--- config.mk ---
export PLATFORM = sky130hd
export DESIGN_NAME = hcsr04_emulador_flat
export DESIGN_NICKNAME = d
export VERILOG_FILES = /design/src/rtl/hcsr04_emulador_if.sv /design/src/rtl/hcsr04_emulador.sv /design/src/flat_wrapper.sv
export SDC_FILE = /design/constraint.sdc
export NUM_CORES = 1
export LEC_CHECK = 0
export CAP_MARGIN = 25
export CORE_AREA = 2 2 139 141
export CTS_BUF_LIST = sky130_fd_sc_hd__clkbuf_2 sky130_fd_sc_hd__clkbuf_4 sky130_fd_sc_hd__clkbuf_8
export DETAILED_ROUTE_END_ITERATION = 8
export DIE_AREA = 0 0 141 143
export PLACE_DENSITY = 0.55
export SLEW_MARGIN = 20
export SYNTH_ARGS = -nofsm -noshare
export SYNTH_HDL_FRONTEND = slang
export SYNTH_SLANG_ARGS = --single-unit
--- constraint.sdc ---
create_clock -name clock -period 9.1 [get_ports clock]
set_input_delay 0.91 -clock clock [delete_from_list [all_inputs] [get_ports clock]]
set_output_delay 0.91 -clock clock [all_outputs]
set_load 0.1 [all_outputs]
--- src/rtl/hcsr04_emulador_if.sv ---
// Signal bundle between an HC-SR04 measuring interface (master) and the
// sensor emulator (slave): trigger/distance in, echo/status out.
interface hcsr04_emulador_if;
    logic       trigger;
    logic [8:0] distancia;
    logic       echo;
    logic       ocupado;
    logic [3:0] db_estado;

    modport master (
        output trigger,
        output distancia,
        input  echo,
        input  ocupado,
        input  db_estado
    );

    modport slave (
        input  trigger,
        input  distancia,
        output echo,
        output ocupado,
        output db_estado
    );
endinterface

--- src/rtl/hcsr04_emulador.sv ---
// HC-SR04 responder emulator: accepts a trigger pulse and answers with an echo
// pulse whose width encodes the programmed distance in centimetres.
// Optional feature macro: HCSR04_EMU_TIMEOUT_EN (out-of-range distance gives a
// TIMEOUT_CYCLES echo instead of clamping to the valid range).
module hcsr04_emulador #(
    parameter int unsigned TRIG_MIN_CYCLES = 500,
    parameter int unsigned DELAY_CYCLES    = 10000,
    parameter int unsigned CM_CYCLES       = 2941,
    parameter int unsigned MAX_CM          = 400,
    parameter int unsigned HOLDOFF_CYCLES  = 500000,
    parameter int unsigned TIMEOUT_CYCLES  = 1900000
) (
    input logic               clock,
    input logic               reset,
    hcsr04_emulador_if.slave  bus
);

    // Shared counter is sized for the largest interval any state can load.
    localparam longint unsigned PROD_MAX  = 64'(MAX_CM) * 64'(CM_CYCLES);
    localparam longint unsigned SPAN_A    = (PROD_MAX > 64'(TIMEOUT_CYCLES)) ? PROD_MAX : 64'(TIMEOUT_CYCLES);
    localparam longint unsigned SPAN_B    = (SPAN_A > 64'(DELAY_CYCLES)) ? SPAN_A : 64'(DELAY_CYCLES);
    localparam longint unsigned SPAN_C    = (SPAN_B > 64'(HOLDOFF_CYCLES)) ? SPAN_B : 64'(HOLDOFF_CYCLES);
    localparam longint unsigned SPAN_MAX  = (SPAN_C > 64'(TRIG_MIN_CYCLES)) ? SPAN_C : 64'(TRIG_MIN_CYCLES);
    localparam int unsigned     SPAN_BITS = 32'($clog2(SPAN_MAX + 64'd1));
    localparam int unsigned     CNT_W     = (SPAN_BITS > 32'd24) ? SPAN_BITS : 32'd24;

    typedef enum logic [3:0] {
        REPOUSO      = 4'd0,
        MEDE_TRIGGER = 4'd1,
        RAJADA       = 4'd2,
        ECO          = 4'd3,
        FIM          = 4'd4
    } state_t;

    logic             trig_m;
    logic             trig_s;
    logic             trig_d;
    logic             rise;
    logic             fall;
    state_t           state;
    state_t           state_next;
    logic [CNT_W-1:0] cnt;
    logic [CNT_W-1:0] cnt_next;
    logic [CNT_W-1:0] w_reg;
    logic [CNT_W-1:0] w_calc;
    logic             w_load;
    logic             echo_reg;
    logic             ocupado_reg;

    // Two-flop synchronizer plus one edge-detect stage on the raw trigger.
    always_ff @(posedge clock) begin
        if (!reset) begin
            trig_m <= 1'b0;
            trig_s <= 1'b0;
            trig_d <= 1'b0;
        end else begin
            trig_m <= bus.trigger;
            trig_s <= trig_m;
            trig_d <= trig_s;
        end
    end

    assign rise = trig_s & ~trig_d;
    assign fall = ~trig_s & trig_d;

`ifdef HCSR04_EMU_TIMEOUT_EN
    // Echo width: out-of-range distance emulates the sensor's no-object timeout.
    always_comb begin
        if ((bus.distancia < 9'd2) || (32'(bus.distancia) > MAX_CM)) begin
            w_calc = CNT_W'(TIMEOUT_CYCLES);
        end else begin
            w_calc = CNT_W'(bus.distancia) * CNT_W'(CM_CYCLES);
        end
    end
`else
    logic [8:0] d_eff;

    // Echo width: out-of-range distance is clamped into [2, MAX_CM].
    always_comb begin
        d_eff = bus.distancia;
        if (bus.distancia < 9'd2) begin
            d_eff = 9'd2;
        end else if (32'(bus.distancia) > MAX_CM) begin
            d_eff = 9'(MAX_CM);
        end
        w_calc = CNT_W'(d_eff) * CNT_W'(CM_CYCLES);
    end
`endif

    // Next-state and counter logic; the counter counts up while measuring the
    // trigger and down while timing the burst, echo and holdoff intervals.
    always_comb begin
        state_next = state;
        cnt_next   = cnt;
        w_load     = 1'b0;
        case (state)
            REPOUSO: begin
                if (rise) begin
                    state_next = MEDE_TRIGGER;
                    cnt_next   = '0;
                end
            end
            MEDE_TRIGGER: begin
                // The rise cycle itself is one high cycle not seen by the counter.
                if (fall) begin
                    if (cnt >= CNT_W'(TRIG_MIN_CYCLES - 32'd1)) begin
                        state_next = RAJADA;
                        cnt_next   = CNT_W'(DELAY_CYCLES - 32'd1);
                        w_load     = 1'b1;
                    end else begin
                        state_next = REPOUSO;
                    end
                end else if (trig_s && (cnt < CNT_W'(TRIG_MIN_CYCLES))) begin
                    cnt_next = cnt + CNT_W'(1);
                end
            end
            RAJADA: begin
                if (cnt == '0) begin
                    state_next = ECO;
                    cnt_next   = w_reg - CNT_W'(1);
                end else begin
                    cnt_next = cnt - CNT_W'(1);
                end
            end
            ECO: begin
                if (cnt == '0) begin
                    state_next = FIM;
                    cnt_next   = CNT_W'(HOLDOFF_CYCLES - 32'd1);
                end else begin
                    cnt_next = cnt - CNT_W'(1);
                end
            end
            FIM: begin
                if (cnt == '0) begin
                    state_next = REPOUSO;
                    cnt_next   = '0;
                end else begin
                    cnt_next = cnt - CNT_W'(1);
                end
            end
            default: begin
                state_next = REPOUSO;
                cnt_next   = '0;
            end
        endcase
    end

    // State, counter, latched echo width and registered outputs.
    always_ff @(posedge clock) begin
        if (!reset) begin
            state       <= REPOUSO;
            cnt         <= '0;
            w_reg       <= '0;
            echo_reg    <= 1'b0;
            ocupado_reg <= 1'b0;
        end else begin
            state       <= state_next;
            cnt         <= cnt_next;
            if (w_load) begin
                w_reg <= w_calc;
            end
            echo_reg    <= (state_next == ECO);
            ocupado_reg <= (state_next == RAJADA) || (state_next == ECO) || (state_next == FIM);
        end
    end

    assign bus.echo      = echo_reg;
    assign bus.ocupado   = ocupado_reg;
    assign bus.db_estado = state;

endmodule

--- src/flat_wrapper.sv ---
// flat-port wrapper written by rule: the top's interface ports become plain ports
module hcsr04_emulador_flat 
#(
    parameter int unsigned TRIG_MIN_CYCLES = 500,
    parameter int unsigned DELAY_CYCLES    = 10000,
    parameter int unsigned CM_CYCLES       = 2941,
    parameter int unsigned MAX_CM          = 400,
    parameter int unsigned HOLDOFF_CYCLES  = 500000,
    parameter int unsigned TIMEOUT_CYCLES  = 1900000
)
  (clock, reset, bus_trigger, bus_distancia, bus_echo, bus_ocupado, bus_db_estado);
  hcsr04_emulador_if bus_i ();
  input logic clock;
  input logic reset;
  input wire logic [$bits(bus_i.trigger)-1:0] bus_trigger;
  input wire logic [$bits(bus_i.distancia)-1:0] bus_distancia;
  output wire logic [$bits(bus_i.echo)-1:0] bus_echo;
  output wire logic [$bits(bus_i.ocupado)-1:0] bus_ocupado;
  output wire logic [$bits(bus_i.db_estado)-1:0] bus_db_estado;
  assign bus_i.trigger = bus_trigger;
  assign bus_i.distancia = bus_distancia;
  assign bus_echo = bus_i.echo;
  assign bus_ocupado = bus_i.ocupado;
  assign bus_db_estado = bus_i.db_estado;
  hcsr04_emulador #(.TRIG_MIN_CYCLES(TRIG_MIN_CYCLES), .DELAY_CYCLES(DELAY_CYCLES), .CM_CYCLES(CM_CYCLES), .MAX_CM(MAX_CM), .HOLDOFF_CYCLES(HOLDOFF_CYCLES), .TIMEOUT_CYCLES(TIMEOUT_CYCLES)) u_core (.clock(clock), .reset(reset), .bus(bus_i));
endmodule
==> key figures, run 1 <==
Status
  – Status: complete, no violations

STA
  – Fin crit share: 71.7%
  – Highest Clock Rate: 153 MHz
  – Slew Limit Fails: 0
  – Worst slew pin tran: 0.967 ns
  – Max transition margin: 35.4%
  – Final worst path period need: 6.52 ns
  – Setup violations, final: 0
  – Clk_skew: 0.00618 ns
  – Final hold violations: 0
  – Final TNS setup: 0 ns
  – RSZ-0062 raised after global routing: no

Die
  – Die Width: 141 µm
  – Core area: 0.0186 mm²
  – Initial Util: 29.8%
  – Site Rows: 50
  – Full die area: 0.0202 mm²
  – I/O pins: 18
  – Die Y: 143 µm

Power and ir drop
  – Combinational Power Share: 64.0%
  – P_int: 654 µW
  – Flop pwr share: 20.7%
  – Worst vdd ir: 0.000105 V
  – Power per cell area: 193 mW/mm²
  – Sw power: 505 µW
  – Power share of the clock group: 15.2%
  – Static Leak: 0.00263 µW
  – Sw Share: 43.6%

Placed design
  – PortBufs: 17
  – HPWL Detailed: 10,800 µm
  – RePlAce Congestion: 0.852

Final layout
  – Max reg flops: 24
  – Layout cells sized above 1: 4.40%
  – Multi-input gate area in the final layout: 0.00399 mm²
  – Register Area: 0.00108 mm²
  – Fillers: 1,973
  – Layout overhead on the synthesized area: 8.63%
  – Diodes inserted: 0
  – # nets final: 781
  – Final core utilization: 32.4%

Critical path
  – Worst-path cell chain: clkdlybuf4s50_1, nand2_1, or2_2, a21boi_0, inv_1, ha_1, inv_1, fa_1, fa_1, fa_1, inv_1, ha_1, o21ai_0, o21ai_0, a31oi_1, a2bb2oi_1, a41o_1, o2111a_1, nor4_1
  – Worst EP required: 9.32 ns
  – Worst reg2reg endpoint: u_core.cnt[20]$_SDFFE_PN0P_
  – R2r setup slk: 6.00 ns
  – Crit. Startpoint: bus_distancia[7]
  – CP max-delay cell: a21boi_0
  – Critical Path Start Type: primary input
  – Critical path capture point type: register
  – Worst R2R Path Depth: 7
  – Arr. time, crit path: 6.75 ns
  – Crit-path max cell delay: 0.67 ns
  – Kind of critical path: in -> reg
  – Worst r2r src: u_core.cnt[18]$_SDFFE_PN0P_
  – Worst-path fanout max: 7

Worst hold path
  – Worst min-delay path category: reg -> reg
  – WHS Endpoint: u_core.trig_s$_SDFF_PN0_
  – Hold path depth: 1
  – Hold wc startpoint: u_core.trig_m$_SDFF_PN0_

Run
  – # Max-Cap Violations: 0

Routing
  – Vias/cell: 5.08
  – DR pass1 iterations: 5
  – DRC: 0
  – Post-Route WL: 13,900 µm
  – Initial DRC Count: 296
  – WL per Instance: 15.1 µm
  – Routed Antenna Nets: 0
  – Via Count: 4,654

Logic synthesis
  – Top post-synthesis cells by area: dfxtp_1 (20%), fa_1 (15%), ha_1 (11%)
  – Post-synth EDFFs: 0
  – Seq/Total Area, Yosys: 19.5%
  – Most common cell in the synthesized netlist: inv_1
  – Cell Area, Synth: 0.00554 mm²
  – Yosys top cell area share: 19.5%
  – Synthesis Warnings: 0
  – Syn nets: 781
  – Syn Area/Cell: 8.13 µm²
  – Primary FF master, synth: dfxtp_1
  – Yosys top cell by area: dfxtp_1
  – Cells after synthesis: 681
  – Post-synth ARST share: 0%
  – Yosys cell types: 68
  – Synth Register Bits: 54
  – Post-synth top cells: inv_1 (91), nand2_1 (66), dfxtp_1 (54)

GRT
  – GRT overflow: 0
  – Antenna violations before repair: 0
  – M1 GR Usage: 20.2%
  – Met3 Track Usage GR: 2.01%
  – Tot GR Track Use: 14.3%
  – Global-route wire length before repair: 23,400 µm
  – Largest net degree at the start of global routing: 47
  – GR peak layer: met2
  – Grt met2 use: 23.4%
  – Vias in the first global route: 4,498

Clock tree
  – PostCTS Resize Cnt: 0
  – H-tree Lvls: 2
  – TritonCTS clock tree: done
  – Sink Count: 54
  – Post-CTS Hold Buffers: 0
  – CTS Buffer Depth: 2
  – Clock-pin slew on the worst setup and hold paths: 0.10 ns
  – Setup repair bufs after CTS: 0
  – Root buf cell: clkbuf_8
  – Clock Latency Late Sink: 0.31 ns
  – CTS Buf Count: 5
[power by group through the flow]
stage | clock (µW) | sequential (µW) | combinational (µW)
final | 176 | 240 | 742
after global routing | 192 | 241 | 878
after CTS | 182 | 240 | 755
after detailed placement | 0 | 246 | 748
after global placement | 0 | 246 | 745
after floorplan | 0 | 246 | 607
[placed cells by master (no fill, tap or decap), types with 3 or more instances in the layout]
| cell | instances |
|---|---|
| and2_1 | 8 |
| ha_1 | 47 |
| a21oi_1 | 36 |
| a31oi_1 | 9 |
| o32ai_1 | 3 |
| a211o_1 | 4 |
| o31a_1 | 3 |
| a21boi_0 | 15 |
| fa_1 | 41 |
| nand4b_1 | 7 |
| nand2_1 | 66 |
| nor3_1 | 21 |
| buf_4 | 3 |
| clkbuf_8 | 6 |
| a21o_1 | 5 |
| xor2_1 | 16 |
| o21ai_0 | 30 |
| inv_1 | 91 |
| or2_2 | 4 |
| nand3_1 | 17 |
| o211ai_1 | 4 |
| o31ai_1 | 3 |
| clkdlybuf4s50_1 | 17 |
| nor4_1 | 7 |
| o22ai_1 | 5 |
| a211oi_1 | 5 |
| o211a_1 | 5 |
| nand2b_1 | 5 |
| nor2b_1 | 7 |
| xnor2_1 | 21 |
| dfxtp_1 | 54 |
| or3_1 | 6 |
| o2111ai_1 | 4 |
| nor4_2 | 3 |
| or4_1 | 4 |
| o21bai_1 | 4 |
| nor2_1 | 48 |
| o21a_1 | 5 |
[logic make-up (layout without fill, tap and decap cells)]
kind of cell	Yosys count	count (layout)	synth area share, %
buffers and inverters	118	119	8.49
other	1	1	0.0677
AND/OR/NAND/NOR	216	216	19.8
flip-flops	54	54	19.5
multiplexers	1	1	0.181
adder cells (fa/ha/maj)	88	88	25.4
AO/OA/AOI/OAI	166	166	20.6
XOR/XNOR	37	37	5.85
[through the flow]
step,std cells,instance area (µm²),power [µW],hold slack (ns),setup WS (ns)
2_1_floorplan,681,5540,853,0.412,3.48
3_3_place_gp,908,5900,991,0.412,2.38
3_5_place_dp,908,5900,994,0.417,2.22
4_1_cts,916,6020,1180,0.441,2.52
5_1_grt,916,6020,1310,0.500,2.11
6_report,916,6020,1160,0.442,2.58
[layout make-up]
cell class | count | area share (%)
Inverter | 91 | 5.68
Clock inverter | 2 | 0.645
Timing Repair Buffer | 20 | 3.20
Clock buffer | 6 | 1.37
Multi-Input combinational cell | 509 | 66.3
Sequential cell | 54 | 18.0
Tap cell | 234 | 4.87
[how the worst max path moves through the flow]
| stage | to | slack [ns] | cells after the start |
|---|---|---|---|
| 2_1_floorplan | u_core.w_reg[18]$_SDFFE_PN0P_ | 3.48 | 18 |
| 3_3_place_gp | u_core.w_reg[18]$_SDFFE_PN0P_ | 2.38 | 19 |
| 3_5_place_dp | u_core.w_reg[18]$_SDFFE_PN0P_ | 2.22 | 19 |
| 4_1_cts | u_core.w_reg[18]$_SDFFE_PN0P_ | 2.52 | 19 |
| 5_1_grt | u_core.w_reg[20]$_SDFFE_PN0P_ | 2.11 | 19 |
| 6_report | u_core.w_reg[20]$_SDFFE_PN0P_ | 2.58 | 19 |
[layer usage]
layer  routed length, µm  share of wire [%]  vias to the layer above
met3                 554                4.0                       20
met2                6250                 45                      109
li1                    -                  -                     2359
met5                   0                  0                        -
met4                 240                1.7                        0
met1                6820                 49                     2166
[worst max-delay path, delay by kind of cell]
kind                     cells  cell delay (ns)
buffers and inverters        4             0.93
AO/OA/AOI/OAI                7             2.13
adder cells (fa/ha/maj)      5             2.13
AND/OR/NAND/NOR              3             0.64
Note: power is estimated with default switching activity, not from simulation.
==> run 2, diff against run 1 <==
--- a/config.mk
+++ b/config.mk
@@ -10,7 +10,7 @@
 export CTS_BUF_LIST = sky130_fd_sc_hd__clkbuf_2 sky130_fd_sc_hd__clkbuf_4 sky130_fd_sc_hd__clkbuf_8
 export DETAILED_ROUTE_END_ITERATION = 8
 export DIE_AREA = 0 0 141 143
-export PLACE_DENSITY = 0.55
+export PLACE_DENSITY = 0.56
 export SLEW_MARGIN = 20
 export SYNTH_ARGS = -nofsm -noshare
 export SYNTH_HDL_FRONTEND = slang
==> constraint.sdc (replaced) <==
create_clock -name clock -period 5.31 [get_ports clock]
set_input_delay 0.531 -clock clock [delete_from_list [all_inputs] [get_ports clock]]
set_output_delay 0.531 -clock clock [all_outputs]
set_load 0.1 [all_outputs]
==> key figures, run 2 (synthesized netlist as in run 1, its figures left out) <==
Routing
  – Vias/cell: 4.95
  – Routed Antenna Nets: 0
  – Post-Route WL: 13,900 µm
  – Via Count: 4,814
  – Initial DRC Count: 301
  – DR pass1 iterations: 5
  – DRC: 0
  – WL per Instance: 14.3 µm

Final layout
  – Layout overhead on the synthesized area: 17.5%
  – Leading cell type in the layout, fill and taps excluded: inv_1
  – Multi-input gate area in the final layout: 0.00408 mm²
  – Register Area: 0.00108 mm²
  – Layout cells sized above 1: 13.7%
  – Non-filler cells, final: 972
  – Max reg flops: 24
  – Diodes inserted: 0
  – Commonest cells after routing, fill and taps aside: inv_1 (91), nand2_1 (66), buf_4 (59), dfxtp_1 (54), nor2_1 (48)
  – Fillers: 1,969
  – Final core utilization: 35.0%
  – Non-Filler Cell Area, Final: 0.00651 mm²
  – # nets final: 837

Clock tree
  – H-tree Lvls: 2
  – CTS Buf Count: 5
  – CTS Buffer Depth: 2
  – Sink Count: 54
  – Clock Latency Late Sink: 0.32 ns
  – TritonCTS clock tree: done
  – Clock-pin slew on the worst setup and hold paths: 0.11 ns
  – Root buf cell: clkbuf_8
  – Post-CTS Hold Buffers: 0

Power and ir drop
  – Worst vdd ir: 0.000193 V
  – Pwr Total: 2390 µW
  – Power per cell area: 367 mW/mm²
  – Static Leak: 0.00292 µW

Die
  – Site Rows: 50
  – Initial Util: 29.8%
  – Die Y: 143 µm
  – Core area: 0.0186 mm²
  – Die Width: 141 µm
  – I/O pins: 18
  – Full die area: 0.0202 mm²

STA
  – Fin crit share: 95.7%
  – Final worst path period need: 5.08 ns
  – Worst slew pin tran: 0.962 ns
  – Setup violations, final: 0
  – Highest Clock Rate: 197 MHz
  – WHS: 0.446 ns
  – Clk_skew: 0.00547 ns
  – Final hold violations: 0
  – Slew Limit Fails: 0
  – Max transition margin: 35.7%

Placed design
  – RePlAce Congestion: 0.884
  – HPWL Detailed: 10,900 µm
  – Dpl cell area: 0.00630 mm²
  – PortBufs: 17
  – Post-Place Cells: 962

GRT
  – Met3 Track Usage GR: 1.71%
  – Tot GR Track Use: 14.2%
  – Vias in the first global route: 4,689
  – Antenna violations before repair: 0
  – GRT overflow: 0
  – M1 GR Usage: 20.0%
  – Global-route wire length before repair: 23,700 µm
  – Largest net degree at the start of global routing: 47
  – GR peak layer: met2
  – Grt met2 use: 23.7%

Run
  – # Max-Cap Violations: 0

Critical path
  – Kind of critical path: in -> reg
  – Worst r2r src: u_core.cnt[18]$_SDFFE_PN0P_
  – Crit. Startpoint: bus_distancia[2]
  – Critical path capture point type: register
  – Arr. time, crit path: 5.31 ns
  – Critical Path Start Type: primary input
  – Worst-path fanout max: 3
  – Worst EP required: 5.54 ns

Worst hold path
  – Worst min-delay path category: reg -> reg
  – Hold wc startpoint: u_core.trig_m$_SDFF_PN0_

Status
  – Status: complete, no violations
run 2: what timing repair did:
action                                  CTS  global route
resized for setup                         2            21
pin swaps                                 1             6
endpoints found under the setup margin    4             9
endpoints found under the hold margin     0             0
buffers inserted                          1             1
cloned                                    0             0
run 2: where the power goes:
part           switching (µW)  total (µW)  leakage [µW]  internal [µW]
Clock                     159         257     0.0000502           98.3
Sequential               4.49         412      0.000436            407
Combinational             861        1720       0.00244            862
Total                    1020        2390       0.00292           1370
run 2: through the flow:
step / TNS (ns) / setup slack [ns]
final: 0 / 0.231
after global placement: -2.11 / -0.320
after global routing: -0.373 / -0.0789
after detailed placement: -2.44 / -0.359
after CTS: 0 / 0.000312
after floorplan: 0 / 0.0693
run 2: layout make-up:
type | instances | area share, %
tap | 234 | 4.50
timing repair buffer | 76 | 9.50
sequential | 54 | 16.6
clock inverter | 3 | 0.442
clock buffer | 5 | 1.06
inverter | 91 | 5.25
multi-input combinational | 509 | 62.6
run 2: path summary, 6_finish.rpt:
kind / to / slack [ns] / cells past startpoint
max: u_core.w_reg[14]$_SDFFE_PN0P_ / 0.23 / 21
min: u_core.trig_s$_SDFF_PN0_ / 0.45 / 1
max reg2reg: u_core.cnt[20]$_SDFFE_PN0P_ / 2.20 / 7
min reg2reg: u_core.trig_s$_SDFF_PN0_ / 0.45 / 1
run 2: metal layers:
metal  vias up  part of all wire (%)
li1       2458                     -
met4         0                   1.3
met3        19                   3.7
met5         -                     0
met2       104                    46
met1      2233                    49
run 2: critical path, cell delays in order:
cell and delay, ns:
clkdlybuf4s50_1 0.46, nor4_2 0.31, nand2_1 0.13, o211a_1 0.24, buf_4 0.16, ha_1 0.31
inv_1 0.06, fa_1 0.55, fa_1 0.44, fa_1 0.54, inv_1 0.04, ha_1 0.31
o21ai_1 0.10, o21ai_2 0.19, a31oi_4 0.12, buf_4 0.14, buf_4 0.13, o21bai_2 0.14
xnor2_1 0.14, o21ai_0 0.09, and2_1 0.17
==> run 3, diff against run 2 <==
--- a/config.mk
+++ b/config.mk
@@ -7,7 +7,7 @@
 export LEC_CHECK = 0
 export CAP_MARGIN = 25
 export CORE_AREA = 2 2 139 141
-export CTS_BUF_LIST = sky130_fd_sc_hd__clkbuf_2 sky130_fd_sc_hd__clkbuf_4 sky130_fd_sc_hd__clkbuf_8
+export CTS_BUF_LIST = sky130_fd_sc_hd__clkbuf_4 sky130_fd_sc_hd__clkbuf_8
 export DETAILED_ROUTE_END_ITERATION = 8
 export DIE_AREA = 0 0 141 143
 export PLACE_DENSITY = 0.56
==> results of run 3 <==
Same layout as run 2: the final DEF is identical, and so are final timing and power.
